$ cat src/rtl/sram_controller_pkg.sv
// Shared types and constants for the MEM-stage to 16-bit async SRAM bridge.
package sram_controller_pkg;
  typedef enum logic [1:0] {IDLE, LOW, HIGH, DONE} state_t;

  localparam int SRAM_ADDR_W       = 18;
  localparam int SRAM_DATA_W       = 16;
  localparam int DEFAULT_BASE_ADDR = 1024;
endpackage

$ cat src/rtl/sram_controller.sv
// Splits each 32-bit load/store into low/high halfword phases on an async SRAM,
// holding ready low so the pipeline freezes until the word is complete.
module sram_controller
  import sram_controller_pkg::*;
#(
  parameter int BASE_ADDR     = DEFAULT_BASE_ADDR,
  parameter int ACCESS_CYCLES = 2
) (
  input  logic                   clk,
  input  logic                   rst,
  input  logic                   readEn,
  input  logic                   writeEn,
  input  logic [31:0]            address,
  input  logic [31:0]            writeData,
  output logic [31:0]            readData,
  output logic                   ready,
  output logic [SRAM_ADDR_W-1:0] sramAddress,
  output logic [SRAM_DATA_W-1:0] sramDataOut,
  output logic                   sramDataOutEn,
  input  logic [SRAM_DATA_W-1:0] sramDataIn,
  output logic                   sramWeN
);
  localparam int            CW   = $clog2(ACCESS_CYCLES) + 1;
  localparam logic [CW-1:0] LAST = CW'(ACCESS_CYCLES - 1);

  state_t                 state, state_nx;
  logic [CW-1:0]          cnt;
  logic                   op_wr;
  logic [SRAM_DATA_W-1:0] wdata_hi;
  logic                   req, phase_end;
  logic [16:0]            idx;

  assign req       = readEn | writeEn;
  assign phase_end = (cnt == LAST);
  assign idx       = 17'((address - 32'(BASE_ADDR)) >> 2);
  // Combinational so the freeze lands in the same cycle the request shows up.
  assign ready     = (state == DONE) || (state == IDLE && !req);

  always_comb begin
    state_nx = state;
    case (state)
      IDLE:    if (req) state_nx = LOW;
      LOW:     if (phase_end) state_nx = HIGH;
      HIGH:    if (phase_end) state_nx = DONE;
      DONE:    state_nx = IDLE;
      default: state_nx = IDLE;
    endcase
  end

  // Pin drivers are registered and loaded one edge ahead of each phase so
  // address, data and WE_N are stable for every cycle of LOW and HIGH.
  always_ff @(posedge clk or posedge rst) begin
    if (rst) begin
      state         <= IDLE;
      cnt           <= '0;
      op_wr         <= 1'b0;
      wdata_hi      <= '0;
      readData      <= '0;
      sramAddress   <= '0;
      sramDataOut   <= '0;
      sramDataOutEn <= 1'b0;
      sramWeN       <= 1'b1;
    end else begin
      state <= state_nx;
      case (state)
        IDLE: if (req) begin
          cnt           <= '0;
          op_wr         <= writeEn;
          wdata_hi      <= writeData[31:16];
          sramAddress   <= {idx, 1'b0};
          if (writeEn) sramDataOut <= writeData[15:0];
          sramDataOutEn <= writeEn;
          sramWeN       <= ~writeEn;
        end
        LOW: if (phase_end) begin
          cnt         <= '0;
          sramAddress <= {sramAddress[SRAM_ADDR_W-1:1], 1'b1};
          if (op_wr) sramDataOut <= wdata_hi;
          else       readData[15:0] <= sramDataIn;
        end else begin
          cnt <= cnt + CW'(1);
        end
        HIGH: if (phase_end) begin
          cnt           <= '0;
          sramDataOutEn <= 1'b0;
          sramWeN       <= 1'b1;
          if (!op_wr) readData[31:16] <= sramDataIn;
        end else begin
          cnt <= cnt + CW'(1);
        end
        default: ;
      endcase
    end
  end
endmodule
$ cat config.mk
export PLATFORM = sky130hd
export DESIGN_NAME = sram_controller
export DESIGN_NICKNAME = d
export VERILOG_FILES = /design/src/rtl/sram_controller_pkg.sv /design/src/rtl/sram_controller.sv
export SDC_FILE = /design/constraint.sdc
export NUM_CORES = 1
export LEC_CHECK = 0
export ABC_CLOCK_PERIOD_IN_PS = 3300
export CAP_MARGIN = 20
export CORE_MARGIN = 4
export CORE_UTILIZATION = 43
export DETAILED_ROUTE_END_ITERATION = 8
export PLACE_DENSITY = 0.88
export SYNTH_ARGS = -nofsm -noshare
export SYNTH_HDL_FRONTEND = slang
export SYNTH_SLANG_ARGS = --single-unit
$ cat constraint.sdc
create_clock -name clk -period 3.3 [get_ports clk]
set_clock_uncertainty 0.05 [all_clocks]
set_input_delay 0.33 -clock clk [delete_from_list [all_inputs] [get_ports clk]]
set_output_delay 0.33 -clock clk [all_outputs]
set_load 0.02 [all_outputs]
==> impl_metrics.env, run 1 <==
export IMPL_synth_warnings=0
export IMPL_max_freq_mhz=360.4
export IMPL_r2r_start="state[0]"
export IMPL_drt_iter0_markers=38
export IMPL_cp_slowest_cell="clkdlybuf4s50_1"
export IMPL_grt_pass1_vias=2914
export IMPL_utilization_pct=63.41
export IMPL_cts_root_buf="clkbuf_8"
export IMPL_hpwl_um=6516
export IMPL_crit_path_max_fanout=11
export IMPL_drt_wl_total_um=8682
export IMPL_power_leakage_nw=2.335
export IMPL_die_area_um2=10430
export IMPL_port_buffers=137
export IMPL_reg2regPathDepth=7
export IMPL_dp_slack_ps=907.6
export IMPL_synthTopCellsByArea="dfrtp_1 58%, mux2_2 14%, mux2i_1 5.0%, nand2_1 3.8%, a21oi_1 2.5%"
export IMPL_syn_inst=303
export IMPL_outcome="finished clean"
export IMPL_fp_dieH_um=102.1
export IMPL_syn_num_nets=393
export IMPL_clk_pin_slew_worst_paths_ps=100
export IMPL_dpl_cell_area_um2=5280
export IMPL_drc=0
export IMPL_ys_seq_area_share_pct=58.49
export IMPL_tns_ps=0
export IMPL_firstDrtPassIters=4
export IMPL_worst_setup_path_start_kind="register"
export IMPL_synth_largest_area_cell="dfrtp_1"
export IMPL_routedWlPerCell_um=15.62
export IMPL_endpoint_kind="primary output"
export IMPL_layout_drive_gt1_share_pct=18.08
export IMPL_ys_types=35
export IMPL_syn_mean_instance_area_um2=12.57
export IMPL_n_antenna_cell=0
export IMPL_vias=2768
export IMPL_routabilityCongestion=0.7902
export IMPL_post_route_worst_setup_slack_ps=525.5
export IMPL_final_nets=533
export IMPL_reg2reg_slack_ps=1080
export IMPL_vias_per_cell=4.978
export IMPL_pin_count=153
export IMPL_slowest_delay_ps=600
export IMPL_min_period_over_period_pct=84.07
export IMPL_clk_latency_ps=340
export IMPL_clk_path_buf_depth=2
export IMPL_grt_max_degree=49
export IMPL_cts_hold_buffers=0
export IMPL_crit_start="state[0]"
export IMPL_drt_antenna_violating_nets=0
export IMPL_hold_class="input port to async pin"
export IMPL_start_util_pct=43.90
export IMPL_path_cells="inv_1 -> ha_1 -> nor3b_1 -> or2_2 -> clkdlybuf4s50_1"
export IMPL_dp_cells=540
export IMPL_area_growth_pct=44.43
export IMPL_setup_viol=0
export IMPL_worstPathArrival_ps=2390
export IMPL_antenna_found_initial=0
export IMPL_slew_headroom_pct=43.85
export IMPL_chipWidth_um=102.1
export IMPL_cts_htree_levels=3
export IMPL_peakVddDrop_uv=560.8
export IMPL_fin_crit_ps=2774
export IMPL_clkSinkCount=89
export IMPL_fin_area_um2=5503
export IMPL_rsz0062_at_grt="no"
export IMPL_num_rows=34
export IMPL_overflow=0
export IMPL_drv_slew=0
export IMPL_grt_pass1_wl_um=13730
export IMPL_synth_top_area_share_pct=57.80
export IMPL_worstPathRequired_ps=2920
export IMPL_syn_area_um2=3810
export IMPL_synth_seq_cells=89
export IMPL_max_cap_violations=0
export IMPL_grtUsageTotal_pct=16.76
export IMPL_worstSetupPathType="register to primary output"
export IMPL_fin_cells=556
export IMPL_core_area_um2=8678
export IMPL_cts_buffers=9
export IMPL_cts_tree="done"
export IMPL_hold_violations=0
export IMPL_max_slew_worst_pin_slew_ps=841.3
export IMPL_post_cts_resized=0
export IMPL_cts_setup_buffers=0
export IMPL_worstReg2RegEnd="sramAddress[12]"
export IMPL_p_per_area_nw_per_um2=1018
-- Yosys cell counts (all sizes together) --
master / instances
o31ai: 1
a21oi: 20
or4: 1
nand3: 1
xor2: 2
mux2: 49
nand2b: 1
a2111oi: 1
o21ai: 13
mux2i: 19
inv: 6
ha: 6
or2: 2
dfrtp: 88
o22ai: 1
a22o: 1
o21a: 1
buf: 13
nand3b: 1
o22a: 1
nand2: 39
nor2: 25
dfstp: 1
nor4: 1
xnor2: 4
nor3b: 4
a31oi: 1
-- flip-flops by register name (all words and copies together) (netlist names) --
register	count
readData	32
sramDataOutEn	1
op_wr	1
sramAddress	18
wdata_hi	16
cnt	2
state	2
sramWeN	1
sramDataOut	16
-- critical path: cells and delay by family (launching register included) --
family        cells  cell delay [ps]
simple gates      2              430
flops             1              410
buf+inv           2              730
fa+ha+maj         1              480
-- worst max path at each step --
| stage | end | slack (ps) | depth (start not counted) |
|---|---|---|---|
| finish | ready | 530 | 5 |
| global route | ready | 390 | 5 |
| CTS | ready | 490 | 5 |
| detailed placement | ready | 910 | 5 |
| global placement | ready | 970 | 5 |
| floorplan | cnt[0] | 610 | 1 |
-- power breakdown --
part	total, mW	leakage [nW]	internal (mW)	switching, mW
sequential	1.96	1.06	1.64	0.316
combinational	2.81	1.17	1.41	1.40
clock	0.826	0.111	0.434	0.392
-- cell type report --
cell class                 instances  area [µm²]
fill                             672        3176
inverter                           6       23.77
sequential                        89        2228
clock buffer                       9       123.9
timing repair buffer             142        1421
tap                              108       135.1
clock inverter                     7       98.84
multi-input combinational        195        1471
-- per-layer routing --
metal,routed length [µm],part of all wire (%),vias to the layer above,track usage (%)
met1,3533,41,1336,19.68
met3,645,7.4,7,4.915
met4,48,0.55,0,3.935
met5,0,0,-,0
li1,-,-,1323,-
met2,4454,51,102,30.23
-- layout by cell type (no fill, tap or decap), drive strengths merged, types with 2 or more instances in the layout --
master / Yosys / routed
clkdlybuf4s50: 0 / 137
dfrtp: 88 / 88
mux2: 49 / 49
nand2: 39 / 39
nor2: 25 / 25
a21oi: 20 / 20
mux2i: 19 / 19
o21ai: 13 / 13
clkbuf: 0 / 9
inv: 6 / 8
ha: 6 / 6
buf: 13 / 5
xnor2: 4 / 4
nor3b: 4 / 4
clkinv: 0 / 2
xor2: 2 / 2
bufinv: 0 / 2
or2: 2 / 2
-- through the flow --
stage	hold WS [ps]	power, mW
6_report	352.3	5.600
5_1_grt	403.0	5.968
3_5_place_dp	411.3	4.841
3_3_place_gp	411.2	4.712
4_1_cts	372.8	5.685
2_1_floorplan	385.4	3.620
-- kinds of logic after synthesis --
| family | synth area share, % |
|---|---|
| flops | 58.49 |
| simple gates | 9.557 |
| mux | 19.47 |
| compound gates | 6.240 |
| buf+inv | 2.890 |
| xor+xnor | 1.379 |
| fa+ha+maj | 1.970 |
No activity file was read; power rests on OpenSTA's default activity.
==> run 2: changes to the inputs <==
ABC_CLOCK_PERIOD_IN_PS = 2400   (was 3300)
CORE_UTILIZATION = 39   (was 43)
PLACE_DENSITY = 0.84   (was 0.88)
clock period = 2.4 ns   (was 3.3 ns; I/O delays follow)
==> run 2 against run 1 <==
Routed wire length up 7.7%. Worst setup slack worse by 170 ps. Critical endpoint is now sramAddress[13]. First-iteration DRC count increased by 58%. Design area increased by 1.4%. Clock-buffer cell count is the same. Die area up 9.4%. Utilization fell by 3.8 points.
==> impl_metrics.env, run 2 (synthesized netlist as in run 1, its figures left out) <==
export IMPL_outcome="finished clean"
export IMPL_top_register="readData"
export IMPL_fp_dieH_um=106.8
export IMPL_cts_setup_buffers=0
export IMPL_grt_use_met2_pct=28.60
export IMPL_worstPathRequired_ps=2550
export IMPL_drt_wl_total_um=9349
export IMPL_layout_common_cells="136 x clkdlybuf4s50_1, 88 x dfrtp_1, 49 x mux2_2"
export IMPL_cts_buffers=9
export IMPL_antenna_found_initial=0
export IMPL_grt_pass1_wl_um=15150
export IMPL_num_rows=35
export IMPL_fin_cells=584
export IMPL_slew_headroom_pct=49.68
export IMPL_crit_path_max_fanout=24
export IMPL_top_usage_layer="met2"
export IMPL_drt_iter0_markers=60
export IMPL_dpl_cell_area_um2=5374
export IMPL_overflow=0
export IMPL_r2r_start="state[1]"
export IMPL_combPwrFrac_pct=51.4
export IMPL_cts_root_buf="clkbuf_8"
export IMPL_drc=0
export IMPL_pin_count=153
export IMPL_setup_viol=0
export IMPL_grt_pass1_vias=3023
export IMPL_reg2regPathDepth=4
export IMPL_tns_ps=0
export IMPL_grtUsageMet3_pct=4.576
export IMPL_grt_max_degree=33
export IMPL_fin_area_um2=5582
export IMPL_p_seq_share_pct=35.1
export IMPL_rsz0062_at_grt="no"
export IMPL_reg2reg_slack_ps=360
export IMPL_max_slew_worst_pin_slew_ps=754.8
export IMPL_p_switching_mw=2.953
export IMPL_vias_per_cell=4.784
export IMPL_hpwl_um=6970
export IMPL_clk_pin_slew_worst_paths_ps=100
export IMPL_clkSinkCount=89
export IMPL_utilization_pct=59.56
export IMPL_fin_crit_ps=2041
export IMPL_worstReg2RegEnd="sramAddress[13]"
export IMPL_post_route_worst_setup_slack_ps=358.6
export IMPL_firstDrtPassIters=4
export IMPL_power_leakage_nw=2.376
export IMPL_vias=2794
export IMPL_start_util_pct=40.65
export IMPL_worstPathArrival_ps=2190
export IMPL_grtUsageTotal_pct=16.80
export IMPL_worstSetupPathType="register to register"
export IMPL_power_mw=7.692
export IMPL_layout_drive_gt1_share_pct=19.56
export IMPL_n_antenna_cell=0
export IMPL_whs_ps=293.4
export IMPL_dp_cells=568
export IMPL_core_area_um2=9371
export IMPL_final_nets=540
export IMPL_max_cap_violations=0
export IMPL_swShare_pct=38.39
export IMPL_clk_path_buf_depth=2
export IMPL_drv_slew=0
export IMPL_chipWidth_um=106.8
export IMPL_p_clk_share_pct=13.5
export IMPL_final_common_cell="clkdlybuf4s50_1"
export IMPL_max_freq_mhz=489.9
export IMPL_routedWlPerCell_um=16.01
export IMPL_cts_hold_buffers=0
export IMPL_port_buffers=137
export IMPL_die_area_um2=11410
export IMPL_hold_violations=0
export IMPL_globalRouteMet1Util_pct=20.84
export IMPL_p_per_area_nw_per_um2=1378
export IMPL_clk_latency_ps=340
export IMPL_endpoint_kind="register"
export IMPL_hold_class="input port to async pin"
export IMPL_min_period_over_period_pct=85.06
export IMPL_cts_htree_levels=3
export IMPL_dp_slack_ps=283.4
export IMPL_internal_power_mw=4.739
export IMPL_drt_antenna_violating_nets=0
export IMPL_largest_register_ffs=32
export IMPL_cts_tree="done"
export IMPL_routabilityCongestion=0.8018
export IMPL_area_growth_pct=46.50
export IMPL_worst_setup_path_start_kind="register"
export IMPL_largestRegisters="readData: 32 flops, sramAddress: 18 flops"
export IMPL_peakVddDrop_uv=578.1
-- run 2: area by class of cell --
cell class	count	area, µm²
inverter	6	26.28
multi-input combinational	195	1476
clock inverter	7	76.32
timing repair buffer	149	1489
sequential	89	2228
tap	129	161.4
fill	801	3790
clock buffer	9	123.9
-- run 2: power groups by stage --
stage,Sequential [mW],Clock (mW),Combinational (mW)
after floorplan,3.35,0,1.63
after global placement,2.67,0,3.88
after detailed placement,2.73,0,4.00
after CTS,2.71,1.08,4.01
after global routing,2.80,1.15,4.25
final,2.70,1.04,3.95
-- run 2: worst max-delay path, cell delays in order (launching register included) --
cell     delay [ps]
dfrtp_1         420
inv_1           110
ha_1            440
or2_1           660
o21ai_0         220
-- run 2: metal layers --
metal	share of wire, %	vias up
met5	0	-
met1	43	1375
met4	0.77	0
met2	51	90
li1	-	1323
met3	5.9	6
-- run 2: worst max-delay path by stage --
stage	slack, ps	start	endpoint	cells past startpoint
2_1_floorplan	600	state[0]	ready	5
3_3_place_gp	320	readEn	ready	4
3_5_place_dp	280	writeEn	sramAddress[13]	5
4_1_cts	40	state[0]	ready	5
5_1_grt	150	state[0]	sramAddress[11]	6
6_report	360	state[1]	sramAddress[13]	4
-- run 2: timing repair --
action / CTS / global route
cloned: 0 / 0
setup endpoints to repair: 1 / 1
gates resized for setup: 1 / 1
==> run 3: changes to the inputs <==
CORE_MARGIN = 3   (was 4)
==> run 3 against run 2 <==
Worst hold slack gained 28 ps. Non-clock buffer count grew 1. Sequential share of layout area grew 0.15 points. Clock power shrank 8%. Final cell count grew 0.17%. First-iteration DRC count shrank 5.0%. Highest routed layer unchanged.
==> impl_metrics.env, run 3 (synthesized netlist as in run 1, its figures left out) <==
export IMPL_outcome="finished clean"
export IMPL_power_mw=7.623
export IMPL_slew_headroom_pct=54.79
export IMPL_clk_pin_slew_worst_paths_ps=100
export IMPL_clk_latency_ps=350
export IMPL_cts_hold_buffers=0
export IMPL_routabilityCongestion=0.7735
export IMPL_n_antenna_cell=0
export IMPL_drt_antenna_violating_nets=0
export IMPL_top_register="readData"
export IMPL_layout_common_cells="136 x clkdlybuf4s50_1, 88 x dfrtp_1, 49 x mux2_2"
export IMPL_worst_setup_path_start_kind="register"
export IMPL_fp_dieH_um=104.8
export IMPL_drv_slew=0
export IMPL_reg2regPathDepth=7
export IMPL_final_nets=541
export IMPL_antenna_found_initial=0
export IMPL_grtUsageTotal_pct=16.35
export IMPL_crit_path_max_fanout=4
export IMPL_worstPathArrival_ps=1710
export IMPL_hold_class="input port to async pin"
export IMPL_drt_wl_total_um=8781
export IMPL_fin_cells=585
export IMPL_drt_iter0_markers=57
export IMPL_worstReg2RegEnd="sramAddress[12]"
export IMPL_die_area_um2=10990
export IMPL_post_cts_resized=0
export IMPL_p_per_area_nw_per_um2=1371
export IMPL_fin_crit_ps=2002
export IMPL_drc=0
export IMPL_overflow=0
export IMPL_cts_root_buf="clkbuf_8"
export IMPL_largest_register_ffs=32
export IMPL_grt_pass1_vias=2954
export IMPL_setup_viol=0
export IMPL_dp_slack_ps=333.3
export IMPL_tns_ps=0
export IMPL_dp_cells=569
export IMPL_post_route_worst_setup_slack_ps=397.8
export IMPL_vias=2792
export IMPL_rsz0062_at_grt="no"
export IMPL_firstDrtPassIters=4
export IMPL_power_leakage_nw=2.365
export IMPL_r2r_start="state[0]"
export IMPL_worstSetupPathType="register to primary output"
export IMPL_largestRegisters="readData: 32 flops, sramAddress: 18 flops"
export IMPL_clk_path_buf_depth=2
export IMPL_max_slew_worst_pin_slew_ps=675.7
export IMPL_reg2reg_slack_ps=410
export IMPL_max_freq_mhz=499.5
export IMPL_hold_violations=0
export IMPL_hpwl_um=6470
export IMPL_cts_tree="done"
export IMPL_pin_count=153
export IMPL_clkSinkCount=89
export IMPL_worstPathRequired_ps=2110
export IMPL_endpoint_kind="primary output"
export IMPL_area_growth_pct=45.94
export IMPL_port_buffers=137
export IMPL_chipWidth_um=104.8
export IMPL_min_period_over_period_pct=83.42
export IMPL_max_cap_violations=0
export IMPL_num_rows=35
export IMPL_layout_drive_gt1_share_pct=19.74
export IMPL_utilization_pct=59.33
export IMPL_cts_buffers=9
export IMPL_peakVddDrop_uv=646.0
export IMPL_vias_per_cell=4.773
export IMPL_core_area_um2=9371
export IMPL_grt_max_degree=90
export IMPL_grt_pass1_wl_um=14570
export IMPL_routedWlPerCell_um=15.01
export IMPL_start_util_pct=40.65
export IMPL_cts_setup_buffers=0
export IMPL_cts_htree_levels=3
export IMPL_final_common_cell="clkdlybuf4s50_1"
## run 3: worst max-delay path by stage
stage	startpoint	end	slack, ps	cells past startpoint
2_1_floorplan	state[0]	ready	600	5
4_1_cts	state[0]	ready	2	5
5_1_grt	state[0]	sramAddress[12]	230	7
3_3_place_gp	readEn	ready	340	4
3_5_place_dp	readEn	ready	330	4
6_report	state[0]	ready	400	5
## run 3: power breakdown
part | internal (mW) | switching [mW] | leakage (nW)
logic | 2.01 | 1.97 | 1.22
clock network | 0.396 | 0.564 | 0.0901
registers | 2.26 | 0.424 | 1.06
## run 3: final cells by class
type                    instances  area, µm²
well taps                     129      161.4
repair buffers                150       1484
clock buffers                   9      123.9
clock inverters                 7      60.06
multi-input cells             195       1476
fillers                       800       3811
flip-flops and latches         89       2228
inverters                       6      26.28
## run 3: critical path, stage by stage, from the launching register on
cell	delay, ps
dfrtp_1	390
inv_1	100
ha_1	230
nor3b_2	160
or2_2	280
dlymetal6s2s_1	210
## run 3: metal layers
layer	global-route usage, %	routed length (µm)	vias up
met2	28.87	4470	88
met3	3.706	486	10
met5	0	0	-
met4	4.686	105	0
met1	19.99	3718	1361
li1	-	-	1333
## run 3: stage by stage
stage | hold slack, ps | instance area [µm²]
after global routing | 355.7 | 5560
after detailed placement | 411.0 | 5369
after global placement | 411.5 | 5369
after floorplan | 295.4 | 3814
after CTS | 341.3 | 5553
final | 321.9 | 5560
